--- src/rtl/dmem_ctrl.sv ---
// dmem_ctrl: CPU load/store front end for a word-wide data memory with byte/half read-modify-write
module dmem_ctrl (
  input  logic        clk,
  input  logic        rst_n,
  input  logic        req_valid,
  output logic        req_ready,
  input  logic        req_we,
  input  logic [1:0]  req_size,
  input  logic        req_signed,
  input  logic [31:0] req_addr,
  input  logic [31:0] req_wdata,
  output logic        resp_valid,
  output logic [31:0] resp_rdata,
  output logic        resp_err,
  output logic        dm_ena,
  output logic        dm_wena,
  output logic [10:0] dm_addr,
  output logic [31:0] dm_wdata,
  input  logic [31:0] dm_rdata
);
  localparam logic [2:0] IDLE   = 3'd0;
  localparam logic [2:0] LOAD   = 3'd1;
  localparam logic [2:0] RMW_RD = 3'd2;
  localparam logic [2:0] WRITE  = 3'd3;
  localparam logic [2:0] DONE   = 3'd4;
  logic [2:0]  state;
  logic [1:0]  size_q;
  logic        signed_q;
  logic [12:0] addr_q;
  logic [31:0] wdata_q;
  logic        err_q;
  logic        bad;
  logic        accept;
  logic        mem_st;
  logic [7:0]  lane_b;
  logic [15:0] lane_h;
  logic [31:0] load_val;
  logic [31:0] merged;
  assign req_ready  = state == IDLE;
  assign accept     = req_valid && req_ready;
  assign mem_st     = state == LOAD || state == RMW_RD || state == WRITE;
  assign dm_ena     = mem_st;
  assign dm_addr    = mem_st ? addr_q[12:2] : 11'd0;
  assign dm_wena    = state == WRITE && rst_n;
  assign dm_wdata   = state == WRITE ? wdata_q : 32'd0;
  assign resp_valid = state == DONE;
  assign resp_err   = resp_valid && err_q;
  // request legality, load lane extraction/extension and store lane merge
  always_comb begin
    bad = req_size == 2'b11 || (req_size == 2'b01 && req_addr[0]) ||
          (req_size == 2'b10 && req_addr[1:0] != 2'b00) || req_addr[31:13] != 19'd0;
    lane_b = dm_rdata[{addr_q[1:0], 3'b000} +: 8];
    lane_h = dm_rdata[{addr_q[1], 4'b0000} +: 16];
    load_val = size_q == 2'b00 ? {{24{signed_q && lane_b[7]}}, lane_b} :
               size_q == 2'b01 ? {{16{signed_q && lane_h[15]}}, lane_h} : dm_rdata;
    merged = dm_rdata;
    if (size_q == 2'b00) merged[{addr_q[1:0], 3'b000} +: 8] = wdata_q[7:0];
    else merged[{addr_q[1], 4'b0000} +: 16] = wdata_q[15:0];
  end
  // sequencer: latch on acceptance, walk the access flow, register load and merge results
  always_ff @(posedge clk) begin
    if (!rst_n) begin
      state      <= IDLE;
      size_q     <= 2'd0;
      signed_q   <= 1'b0;
      addr_q     <= 13'd0;
      wdata_q    <= 32'd0;
      err_q      <= 1'b0;
      resp_rdata <= 32'd0;
    end else begin
      case (state)
        IDLE: if (accept) begin
          size_q   <= req_size;
          signed_q <= req_signed;
          addr_q   <= req_addr[12:0];
          wdata_q  <= req_wdata;
          err_q    <= bad;
          state    <= bad ? DONE : !req_we ? LOAD : req_size == 2'b10 ? WRITE : RMW_RD;
        end
        LOAD: begin
          resp_rdata <= load_val;
          state      <= DONE;
        end
        RMW_RD: begin
          wdata_q <= merged;
          state   <= WRITE;
        end
        WRITE:   state <= DONE;
        default: state <= IDLE;
      endcase
    end
  end
endmodule

--- config.mk ---
export PLATFORM = sky130hd
export DESIGN_NAME = dmem_ctrl
export DESIGN_NICKNAME = d
export VERILOG_FILES = /design/src/rtl/dmem_ctrl.sv
export SDC_FILE = /design/constraint.sdc
export NUM_CORES = 1
export LEC_CHECK = 0
export ABC_CLOCK_PERIOD_IN_PS = 2400
export BUFFER_PORTS_ARGS = -buffer_cell sky130_fd_sc_hd__buf_4
export CAP_MARGIN = 0
export CORE_MARGIN = 10
export CORE_UTILIZATION = 45
export CTS_CLUSTER_SIZE = 16
export DETAILED_ROUTE_END_ITERATION = 8
export HOLD_SLACK_MARGIN = 0.06
export PLACE_DENSITY = 0.83
export SYNTH_ARGS = -nofsm -noshare
export SYNTH_HDL_FRONTEND = slang
export SYNTH_SLANG_ARGS = --single-unit
--- constraint.sdc ---
create_clock -name clk -period 2.4 [get_ports clk]
set_clock_uncertainty 0.1 [all_clocks]
set_input_delay 0.36 -clock clk [delete_from_list [all_inputs] [get_ports clk]]
set_output_delay 0.36 -clock clk [all_outputs]
set_load 0.01 [all_outputs]
# Word level (Yosys, flattened, before mapping)
# Index checks and enable logic that the tools add are counted.
# classes
eq_ne,9
n_shift,6
n_reduce_logical,20
add_sub_neg,2
muxes,14
# op_table
op,count
32-bit two-way mux,5
32-bit bitwise mux,2
32-bit one-hot mux with 2 select lines,1
"16-bit by 7-bit variable shift with 32-bit output, first input constant",1
"8-bit by 7-bit variable shift with 32-bit output, first input constant",1
16-bit by 7-bit variable part select with 32-bit output,1
32-bit by 6-bit variable part select with 16-bit output,1
32-bit by 6-bit variable part select with 8-bit output,1
8-bit by 7-bit variable part select with 32-bit output,1
19-bit nonzero test,1
5-bit negator with 7-bit output,2
11-bit two-way mux,1
3-bit one-hot mux with 3 select lines,1
1-bit logical AND,7
"3-bit by 2-bit equality test with 1-bit output, second input constant",2
3-bit two-way mux,2
1-bit logical OR,5
"2-bit by 1-bit equality test with 1-bit output, second input constant",2
"2-bit equality test, second input constant",2
2-bit AND reduction,2
2-bit nonzero test,2
"3-bit by 1-bit equality test with 1-bit output, second input constant",1
"3-bit equality test, second input constant",1
3-bit logical NOT,1
other kinds (5),5
# word_totals
in_bits,103
register_bits,84
elab_cells,58
output_inout_bits,80

# Longest topological paths before layout
# logic_depth
depth_word,8
depth_mapped,8
ltp_nobuf,6

# Least setup slack after synthesis
# OpenSTA, ideal clock, no wires.
# synth_timing
path_type,register -> register
start,register addr_q[1]
end,register wdata_q[10]
n_path_buf,1
arrival_ns,2.136
setup_slack_ns,0.087
setup_ns,0.077
stages_incl_launch_ff,8
t_required_ns,2.223
synth_period_minus_slack_ns,2.313
cell_sequence,dfxtp_1 buf_2 clkinv_1 ha_1 or3_1 nor4_4 nand2_1 a41oi_2
# synth_between
elab_chain_cells,5
word_cells_on_any_way,10
cone_classes,add/sub: 2; shift: 4; mux: 4
# synth_rtl
item,line,rtl
start: declaration,29,logic [12:0] addr_q;
start signal: assignment,75,addr_q <= req_addr[12:0];
"5-bit negator with 7-bit output, on equally long branches","58, 57",
16-bit by 7-bit variable part select with 32-bit output (tied with other cells),58,"else merged[{addr_q[1], 4'b0000} +: 16] = wdata_q[15:0];"
"32-bit bitwise mux, on equally long branches","58, 57",
32-bit two-way mux (*),57,"if (size_q == 2'b00) merged[{addr_q[1:0], 3'b000} +: 8] = wdata_q[7:0];"
32-bit one-hot mux with 2 select lines (*),71,case (state)
end signal: assignment,76,wdata_q <= req_wdata;
end signal: assignment,85,wdata_q <= merged;
end: declaration,30,logic [31:0] wdata_q;
# Every way passes the cells marked *; elsewhere a longest branch is shown, timed or not.
# A chain may end at the register's enable or synchronous reset.

# Final worst setup path
# layout_timing
start,register state[2]
end,output dm_wdata[30]
# layout_between
elab_chain_cells,2
# layout_rtl
item,line,rtl
start: declaration,26,logic [2:0] state;
start signal: assignment,78,state <= bad ? DONE : !req_we ? LOAD : req_size == 2'b10 ? WRITE : RMW_RD;
3-bit by 2-bit equality test with 1-bit output,45,assign dm_wdata = state == WRITE ? wdata_q : 32'd0;
32-bit two-way mux,45,
end: declaration,18,"output logic [31:0] dm_wdata,"
# Every way passes these cells.

==> summary.txt <==
Status
  – Outcome: complete, no violations

Logic synthesis
  – Yosys top cell by area: dfxtp_1
  – Synth Area in Adders: around 1.3%
  – Synth cell count leaders: 92 x nand2_1, 84 x dfxtp_1, 67 x o21ai_0, 57 x a21oi_1, 47 x and2_1
  – Synth Flop Type: dfxtp_1
  – Async S/R FF share, synth: 0%
  – Net Count, Synth: 702
  – Synth Area in Simple Gates: about a quarter
  – Average size of a mapped cell: 8.08 µm²
  – Mux contribution to synthesized area: under 10%
  – Most common cell in the netlist: nand2_1
  – Cell count after synthesis: around 590
  – Post-synth EDFFs: 0
  – FF+latch count, synth: 84
  – Post-synth cell types: 55
  – Synth area leaders: dfxtp_1 35%, nand2_1 7.2%, o21ai_0 7.0%
  – Largest family of logic cells by synthesized area: compound AO/OA/AOI/OAI gates
  – Sequential share of the synthesized area: 35.0%
  – Xor/xnor share of the synthesized area: 0%
  – Number of synthesis warnings: 0
  – Post-synthesis compound-gate area fraction: a little under a third
  – Synth top area share: 35.0%
  – Synthesized area: around 4800 µm²

Final layout
  – Ant. Diodes: 0
  – Layout cells sized above 1: about 33%
  – Nets@finish: between 800 and 900
  – Area grow syn2layout: 35.8%

STA
  – Final setup vio count: 0
  – Hold Violations, Final: 0
  – Fmax: ~440 MHz
  – Fin crit period: approximately 2300 ps
  – Fin crit share: 94.4%
  – TNS Setup: 0 ps
  – Hold slack: about 140 ps
  – RSZ-0062 raised after global routing: no
  – Worst-Margin Slew: 758 ps
  – Slew HR: 48.1%
  – Slew Limit Fails: 0

Detailed routing
  – Total Wirelength: 19100 µm
  – Total iterations of the first detailed-routing run: 6
  – Wire per inst: ~21 µm
  – Residual DRC: 0
  – DR vias: ~5.4k
  – DRT iter0 DRCs: between 400 and 500
  – Average via count per standard cell: roughly 5.9
  – Antenna-violating nets left: 0

Hold path
  – Worst Hold Path EP: addr_q[12]
  – WHS Path Cells: 3
  – Hold Crit Start: req_addr[12]
  – Worst hold path class: in -> reg

Critical path
  – CP Data Arrival Time: between 1500 and 2000 ps
  – CP Class: reg -> out
  – Reg2Reg Launch Point: addr_q[1]
  – Critical Path End Type: output port
  – Reg2Reg Depth: 6
  – R2R setup slack: between 300 and 400 ps
  – CP Max Fanout: 33
  – Critical path required time: 1940 ps
  – Critical R2R Capture: wdata_q[14]
  – CP Launch Type: flip-flop

Floorplan
  – Effective utilization at floorplan: 46.3%
  – Full die area: ~15000 µm²
  – Die Wd: roughly 120 µm
  – Die span in y: about 120 µm
  – Boundary pin count: between 150 and 200
  – Core area: just over 10000 µm²
  – Site Rows: 37

Global routing
  – Grt total ovfl: 0
  – First-pass GRT wire length: between 20000 and 30000 µm
  – Total track usage: between 20% and 30%
  – Largest net degree at the start of global routing: between 40 and 50
  – Initial antenna violation count: 0
  – Vias in the first global route: about 5.3k

Power
  – Peak supply drop: roughly 0.00030 V
  – Leakage: about 2.8 nW
  – PwrDens: a little under 500 nW/µm²

Clock network
  – Clock sink count: between 80 and 90
  – Worst skew pair latency: 360 ps
  – Worst-case clock buffer depth: 2
  – Clk slew on worst S/H paths: around 90 ps
  – CTS tree: built
  – CTS Root Cell: clkbuf_8
  – Cts bufs inserted: 9
  – H-tree depth: 3

Place
  – Routability congestion estimate: 0.944
  – Post-DP HPWL: 14600 µm
  – Port Buf Inserts: 182

Run
  – MaxCap Viol Count: 0
-- sequential cells by signal, indices dropped and copies added (netlist names) --
signal,flops
signed_q,1
err_q,1
addr_q,13
state,3
wdata_q,32
resp_rdata,32
size_q,2
-- cells in the final DEF (no fill, tap or decap), drive strengths merged, types with 4 or more instances in the layout --
cell | synthesis | final
a21oi | 57 | 57
a221o | 7 | 7
a221oi | 8 | 8
a22o | 8 | 8
a22oi | 7 | 7
a311oi | 8 | 8
a31oi | 11 | 11
a41oi | 8 | 8
and2 | 47 | 47
buf | 19 | 204
clkbuf | 27 | 9
clkinv | 1 | 4
dfxtp | 84 | 84
ha | 5 | 5
inv | 10 | 13
mux4 | 8 | 8
nand2 | 93 | 93
nand3 | 9 | 9
nand3b | 4 | 4
nand4 | 9 | 9
nor2 | 26 | 26
nor2b | 11 | 11
nor3 | 4 | 4
nor4 | 6 | 6
o21ai | 75 | 75
o22ai | 8 | 8
o2bb2ai | 8 | 8
-- power breakdown --
| group | internal, W | switching [W] | total (W) |
|---|---|---|---|
| logic | 0.000255 | 0.000308 | 0.000563 |
| registers | 0.00145 | 0.0000590 | 0.00151 |
| clock network | 0.000498 | 0.000576 | 0.00107 |
-- cells by family after synthesis --
group                      after synthesis
buffers and inverters                   57
adders and majority gates                5
DFF                                     84
muxes                                   11
and+or+nand+nor                        223
AOI/OAI and AO/OA                      214
-- per-stage QoR --
stage	area (µm²)	utilization, %	instances	setup slack (ps)	total power (W)
floorplan	4800	-	594	87.1	0.00181
finish	6520	62.8	904	135	0.00315
detailed placement	6300	60.8	888	262	0.00209
CTS	6520	62.8	904	40.1	0.00314
global route	6520	62.8	904	58.0	0.00326
global placement	6300	60.8	888	298	0.00208
-- metal layers --
metal | share of wire, % | GRT usage, % | vias to the layer above
met2 | 48 | 39.6 | 308
met3 | 9.2 | 5.65 | 47
li1 | - | - | 2506
met5 | 0 | 0 | -
met4 | 3.0 | 10.2 | 0
met1 | 40 | 30.0 | 2506
-- worst max path at each step --
stage | to | cells after the start | start | slack, ps
floorplan | wdata_q[10] | 7 | addr_q[1] | 90
global placement | resp_rdata[7] | 4 | state[0] | 300
detailed placement | dm_addr[6] | 4 | state[0] | 260
CTS | dm_addr[6] | 4 | state[0] | 40
global route | dm_wdata[30] | 5 | state[2] | 60
finish | dm_wdata[30] | 5 | state[2] | 130
-- cell type report --
| type | count | area [µm²] |
|---|---|---|
| fill | 928 | 3850 |
| multi-input combinational | 453 | 2880 |
| sequential | 84 | 1680 |
| timing repair buffer | 204 | 1530 |
| tap | 136 | 170 |
| clock buffer | 9 | 124 |
| clock inverter | 7 | 82.6 |
| inverter | 11 | 41.3 |
-- repair_timing --
item | CTS | global route
setup endpoints to repair | 27 | 44
pin swaps | 0 | 0
hold buffers | 0 | 0
buffers inserted | 0 | 0
hold endpoints to repair | 0 | 0
gates resized for setup | 2 | 1
-- worst max-delay path, stage by stage (launching register included) --
cell     delay [ps]
dfxtp_2         480
buf_4           220
and3b_1         190
buf_4           210
and2_1          200
buf_4           140
No activity file was read; power rests on OpenSTA's default activity.
